[src/rtl/fifo_wr_arbiter.sv]
// Round-robin arbiter sharing one FIFO write port among NUM_REQ producers.
// One ARB cycle per grant, then a burst of up to MAX_BURST beats from the winner.
module fifo_wr_arbiter #(
    parameter int NUM_REQ   = 4,
    parameter int WIDTH     = 8,
    parameter int MAX_BURST = 4,
    parameter int ID_W      = $clog2(NUM_REQ)
) (
    input  logic                     clk,
    input  logic                     rst,
    input  logic [NUM_REQ-1:0]       req_valid,
    input  logic [NUM_REQ*WIDTH-1:0] req_data,
    input  logic [NUM_REQ-1:0]       req_mask,
    output logic [NUM_REQ-1:0]       req_ready,
    input  logic                     fifo_full,
    output logic                     fifo_wr_en,
    output logic [WIDTH-1:0]         fifo_din,
    output logic                     grant_valid,
    output logic [ID_W-1:0]          grant_id
);

    localparam int CNT_W = $clog2(MAX_BURST + 1);
    localparam logic [CNT_W-1:0] LAST_BEAT = CNT_W'(MAX_BURST - 1);

    typedef enum logic {
        ARB   = 1'b0,
        BURST = 1'b1
    } state_t;

    state_t             state, state_d;
    logic [ID_W-1:0]    grant_d;
    logic [ID_W-1:0]    last_id, last_d;
    logic [CNT_W-1:0]   beat_cnt, cnt_d;

    logic [NUM_REQ-1:0] eligible;
    logic               pick_found;
    logic [ID_W-1:0]    pick_id;
    logic [ID_W-1:0]    scan_idx;
    logic               cur_valid;
    logic [WIDTH-1:0]   data_arr [NUM_REQ];

    assign eligible  = req_valid & req_mask;
    assign cur_valid = req_valid[grant_id];

    always_comb begin
        for (int i = 0; i < NUM_REQ; i++) begin
            data_arr[i] = req_data[i*WIDTH +: WIDTH];
        end
    end

    // Scan from the farthest offset down so the nearest eligible index after last_id wins.
    always_comb begin
        pick_found = 1'b0;
        pick_id    = '0;
        scan_idx   = '0;
        for (int off = NUM_REQ; off >= 1; off--) begin
            scan_idx = ID_W'((int'(last_id) + off) % NUM_REQ);
            if (eligible[scan_idx]) begin
                pick_found = 1'b1;
                pick_id    = scan_idx;
            end
        end
    end

    always_comb begin
        // NOTE: every output of this block gets a default first, so no path leaves a latch.
        state_d     = state;
        grant_d     = grant_id;
        last_d      = last_id;
        cnt_d       = beat_cnt;
        req_ready   = '0;
        fifo_wr_en  = 1'b0;
        fifo_din    = '0;
        grant_valid = 1'b0;

        case (state)
            ARB: begin
                if (pick_found) begin
                    grant_d = pick_id;
                    cnt_d   = '0;
                    state_d = BURST;
                end
            end
            BURST: begin
                grant_valid         = 1'b1;
                req_ready[grant_id] = !fifo_full;
                fifo_wr_en          = cur_valid && !fifo_full;
                fifo_din            = data_arr[grant_id];
                // A producer dropping valid ends the burst even while the FIFO is stalled.
                if (!cur_valid) begin
                    state_d = ARB;
                    last_d  = grant_id;
                end else if (fifo_wr_en) begin
                    cnt_d = beat_cnt + 1'b1;
                    if (beat_cnt == LAST_BEAT) begin
                        state_d = ARB;
                        last_d  = grant_id;
                    end
                end
            end
        endcase
    end

    // NOTE: sequential state uses non-blocking assignments so all registers update together.
    always_ff @(posedge clk or posedge rst) begin
        if (rst) begin
            state    <= ARB;
            grant_id <= '0;
            last_id  <= ID_W'(NUM_REQ - 1);
            beat_cnt <= '0;
        end else begin
            state    <= state_d;
            grant_id <= grant_d;
            last_id  <= last_d;
            beat_cnt <= cnt_d;
        end
    end

    a_no_write_when_full : assert property (@(posedge clk) disable iff (rst)
        !(fifo_wr_en && fifo_full));

    a_ready_onehot0 : assert property (@(posedge clk) disable iff (rst)
        $onehot0(req_ready));

endmodule

[config.mk]
export PLATFORM = sky130hd
export DESIGN_NAME = fifo_wr_arbiter
export DESIGN_NICKNAME = d
export VERILOG_FILES = /design/src/rtl/fifo_wr_arbiter.sv
export SDC_FILE = /design/constraint.sdc
export NUM_CORES = 1
export LEC_CHECK = 0
export ABC_CLOCK_PERIOD_IN_PS = 4800
export BUFFER_PORTS_ARGS = -buffer_cell sky130_fd_sc_hd__buf_2
export CAP_MARGIN = 20
export CORE_UTILIZATION = 42
export CTS_CLUSTER_DIAMETER = 50
export DETAILED_ROUTE_END_ITERATION = 8
export GPL_TIMING_DRIVEN = 0
export PLACE_DENSITY = 0.81
export SETUP_SLACK_MARGIN = 0.05
export SYNTH_ARGS = -nofsm -noshare
export SYNTH_HDL_FRONTEND = slang
export SYNTH_SLANG_ARGS = --single-unit
[constraint.sdc]
create_clock -name clk -period 4.8 [get_ports clk]
set_input_delay 0.96 -clock clk [delete_from_list [all_inputs] [get_ports clk]]
set_output_delay 0.96 -clock clk [all_outputs]
set_load 0.005 [all_outputs]
== Word-level counts from Yosys, hierarchy flattened ==
Index checks and enable logic that the tools add are counted.

* Add/subtract/negate cells: 5
* Multiply operators: 0
* Div/mod/pow operators: 0
* Magnitude comparators: 7
* Equality and inequality tests: 6
* Shift-type cells: 0
* Muxes and demuxes: 39
* Bitwise gates (word level): 4
* Reductions and logical operators: 6

{| class="wikitable"
|+ Operators with widths
! kind !! count
|-
| $mux W8 || 3
|-
| $bmux W8 S2 || 1
|-
| $mux W1 || 16
|-
| $lt A2 B3 Y1 const B || 5
|-
| $mux W2 || 7
|-
| $bmux W1 S2 || 5
|-
| $mux W3 || 3
|-
| $and A4 B4 Y4 || 2
|-
| $ne A2 B1 Y1 const B || 4
|-
| $pmux W3 S2 || 1
|-
| $reduce_and A3 Y1 || 2
|-
| $add A2 B1 Y2 const B || 2
|-
| $add A2 B2 Y2 const B || 2
|-
| $mux W4 || 1
|-
| $add A3 B1 Y3 const B || 1
|-
| $eq A3 B2 Y1 const B || 1
|-
| $ge A3 B3 Y1 const B || 1
|-
| $not A2 Y3 || 1
|-
| $demux W1 S2 || 1
|-
| $ge A2 B1 Y1 const B || 1
|-
| $logic_and A1 B1 Y1 || 2
|-
| $ne A2 B2 Y1 const B || 1
|-
| $pmux W1 S2 || 1
|-
| $reduce_and A2 Y1 || 1
|-
| 2 further kinds || 2
|}

* Bits in registers: 8
* Bits in latches: 0
* Bits in writable memories: 0
* Memory bits (read-only): 0
* Input bits: 43
* Output and inout bits: 16
* Memories kept: 0

== Logic depth before layout (Yosys ltp) ==
* Word-level depth: 9
* Depth in mapped cells: 6

== Worst setup path after synthesis ==
No wires, ideal clock.

* Path type: input -> output
* Start point: input req_valid[3]
* End point: output fifo_wr_en
* Arrival: 1.724 ns
* Required time: 3.840 ns
* Setup slack: 2.116 ns
* Stages: 3
* Cell sequence: mux4_2 > and2_1 > buf_6

* Word-level cells in the longest chain between the ends: 4

{| class="wikitable"
|+ RTL lines
! item !! RTL line !! RTL
|-
| from (decl) || 11 || <nowiki>input logic [NUM_REQ-1:0] req_valid,</nowiki>
|-
| $bmux W1 S2 || 43 || <nowiki>assign cur_valid = req_valid[grant_id];</nowiki>
|-
| $mux W1 (implied by the code) || 43 ||
|-
| $logic_and A1 B1 Y1 || 87 || <nowiki>fifo_wr_en = cur_valid && !fifo_full;</nowiki>
|-
| $mux W1 || 76 || <nowiki>case (state)</nowiki>
|-
| to (decl) || 16 || <nowiki>output logic fifo_wr_en,</nowiki>
|}

Every way passes these cells. The select of a mux whose other input is x is not followed.

== Worst setup path after layout ==
Ends and elaborated chain as after synthesis.

==> results.sh <==
export IMPL_clockBufferDepth=2
export IMPL_drv_slew=0
export IMPL_ys_types=29
export IMPL_post_drt_wl_per_cell_um=12.5
export IMPL_route_detailed_drc=0
export IMPL_required_ps=3840
export IMPL_status="completed"
export IMPL_clk_latency_ps=250
export IMPL_end_kind="primary output"
export IMPL_crit_reg2reg_launch="grant_id[0]"
export IMPL_drt_pass1_iter_count=4
export IMPL_num_vias=807
export IMPL_grt_overflow_total=0
export IMPL_fillers=147
export IMPL_grt_pass1_wl_um=2710
export IMPL_grt_max_degree=11
export IMPL_io_buffer_count=58
export IMPL_min_period_over_period_pct=62.3
export IMPL_mostFrequentLayoutCells="buf_2, and2_1, mux4_2"
export IMPL_synthMuxAreaShare_pct=31.0
export IMPL_relSlewSlack_pct=71.4
export IMPL_cts_root_buf="clkbuf_4"
export IMPL_grt_pass1_vias=686
export IMPL_die_y_um=44.6
export IMPL_r2r_slack_ps=3070
export IMPL_setup_tns_final_ps=0
export IMPL_tritoncts="done"
export IMPL_worst_pin_slew_ps=429
export IMPL_leakagePower_nw=0.573
export IMPL_post_cts_setup_buffers=0
export IMPL_antenna_found_initial=0
export IMPL_avgViaCountPerCell=5.27
export IMPL_antenna_diode_count=0
export IMPL_yosysSeqAreaShare_pct=26.6
export IMPL_synth_simple_gate_area_share_pct=19.4
export IMPL_crit_end="fifo_wr_en"
export IMPL_nNetsFinal=175
export IMPL_finalPower_uw=517
export IMPL_fin_util_pct=64.8
export IMPL_worstPathMaxFanout=5
export IMPL_layout_commonest_cell="buf_2"
export IMPL_cts_buffers=3
export IMPL_synth_compound_area_share_pct=13.6
export IMPL_core_area_sq_um=1710
export IMPL_hold_violations=0
export IMPL_postCtsHoldBufs=0
export IMPL_ys_warn_count=0
export IMPL_rr_worst_depth=5
export IMPL_cp_arrival_ps=2030
export IMPL_syn_num_nets=112
export IMPL_synth_adder_area_share_pct=3.28
export IMPL_dp_slack_ps=1820
export IMPL_dieWidth_um=44.6
export IMPL_ir_drop_mv=0.290
export IMPL_max_clock_freq_mhz=335
export IMPL_wl_um=1910
export IMPL_ys_ff_latch=8
export IMPL_clk_pin_slew_worst_paths_ps=50
export IMPL_rsz0062_at_grt="no"
export IMPL_num_io_pins=59
export IMPL_hold_path_class="register to register"
export IMPL_startpoint="req_valid[3]"
export IMPL_drt_initial_drc_count=9
export IMPL_syn_avg_cell_area_sq_um=11.4
export IMPL_grtUsageTotal_pct=18.2
export IMPL_skew_ps=11.1
export IMPL_synth_xor_area_share_pct=0
export IMPL_cap_violations=0
export IMPL_start_kind="primary input"
export IMPL_power_density_nw_per_um2=467
export IMPL_die_area_sq_um=1990
export IMPL_htreeDepth=1
export IMPL_r2r_end="beat_cnt[0]"
export IMPL_min_period_ps=2990
export IMPL_syn_cell_area_sq_um=762
export IMPL_ant_nets=0
export IMPL_netlist_instances=67
export IMPL_gp_congestion=0.827
export IMPL_setup_ws_ps=1810
export IMPL_cts_sinks=8
export IMPL_initial_core_util_pct=44.6
export IMPL_synth_top_family_by_area="multiplexers"
export IMPL_drive_above_1_share_pct=62.5
export IMPL_setup_viol_count_final=0
export IMPL_path_class="primary input to primary output"
export IMPL_num_rows=15
export IMPL_area_growth_pct=45.2
export IMPL_cts_resized=0
==> cell usage after synthesis <==
library cell  instances  area share (%)
a21boi_1              1            0.99
o32a_1                1             1.3
and3_1                1            0.82
o31ai_1               1            0.99
a21oi_1               2             1.3
mux4_2                9              27
nor2_1                1            0.49
buf_6                 2             3.0
nand2_1               3             1.5
a311oi_1              1             1.1
o21a_1                1            0.99
a22o_1                2             2.3
a22oi_1               2             2.0
inv_1                 3             1.5
mux2_2                3             4.4
nor2b_1               1            0.82
ha_1                  2             3.3
and2_1               10             8.2
o21ai_0               1            0.66
and3b_1               3             3.4
dfrtp_1               6              20
a31oi_1               1            0.82
nor2_4                1             1.5
nor3b_1               1            0.99
buf_2                 1            0.66
clkbuf_1              2            0.99
nand2b_1              2             1.6
dfstp_2               2             6.9
a31o_2                1             1.1
==> sequential cells by signal, summed over array words and instances (netlist names) <==
name      count
beat_cnt      3
grant_id      2
last_id       2
state         1
==> layer usage <==
metal | up-vias | routed length [um] | track usage [%]
met5 | - | 0 | 0
met4 | 0 | 0 | 0
met3 | 0 | 234 | 7.35
met2 | 42 | 989 | 34.1
met1 | 384 | 690 | 20.4
li1 | 381 | - | -
==> metrics by stage <==
step                      cell area (sq um)  cells  hold slack [ps]
after floorplan                         762     67              466
after detailed placement               1080    150              492
after global placement                 1080    150              484
after global routing                   1110    153              512
after CTS                              1110    153              510
final                                  1110    153              514
==> power by group <==
part           leakage, nW  internal (mW)  switching (mW)
Combinational        0.463          0.199           0.137
Sequential          0.0963          0.102          0.0281
Clock               0.0138         0.0286          0.0223
Total                0.573          0.329           0.187
==> cell type report <==
type	instances	area (sq um)	share of cell area (%)
multi-input cells	51	513	46.4
repair buffers	58	290	26.2
inverters	3	11.3	1.02
plain buffers	5	35.0	3.17
well taps	25	31.3	2.83
flip-flops and latches	8	203	18.3
clock buffers	3	22.5	2.04
==> worst max-delay path, cell delays in order <==
cell,delay (ps)
buf_2,120
mux4_2,510
and2_1,190
buf_6,130
buf_2,120
==> worst min path at each step <==
stage / endpoint / cells after the start / from
3_5_place_dp: beat_cnt[1] / 1 / beat_cnt[1]
6_report: beat_cnt[1] / 1 / beat_cnt[1]
5_1_grt: beat_cnt[1] / 1 / beat_cnt[1]
4_1_cts: beat_cnt[1] / 1 / beat_cnt[1]
3_3_place_gp: beat_cnt[2] / 1 / beat_cnt[2]
2_1_floorplan: beat_cnt[2] / 1 / beat_cnt[2]
==> cells by family after synthesis <==
| logic type | Yosys count |
|---|---|
| AO/OA/AOI/OAI | 14 |
| AND/OR/NAND/NOR | 23 |
| adder cells (fa/ha/maj) | 2 |
| flip-flops | 8 |
| multiplexers | 12 |
| buffers and inverters | 8 |
Power figures use the tool's default switching activity.
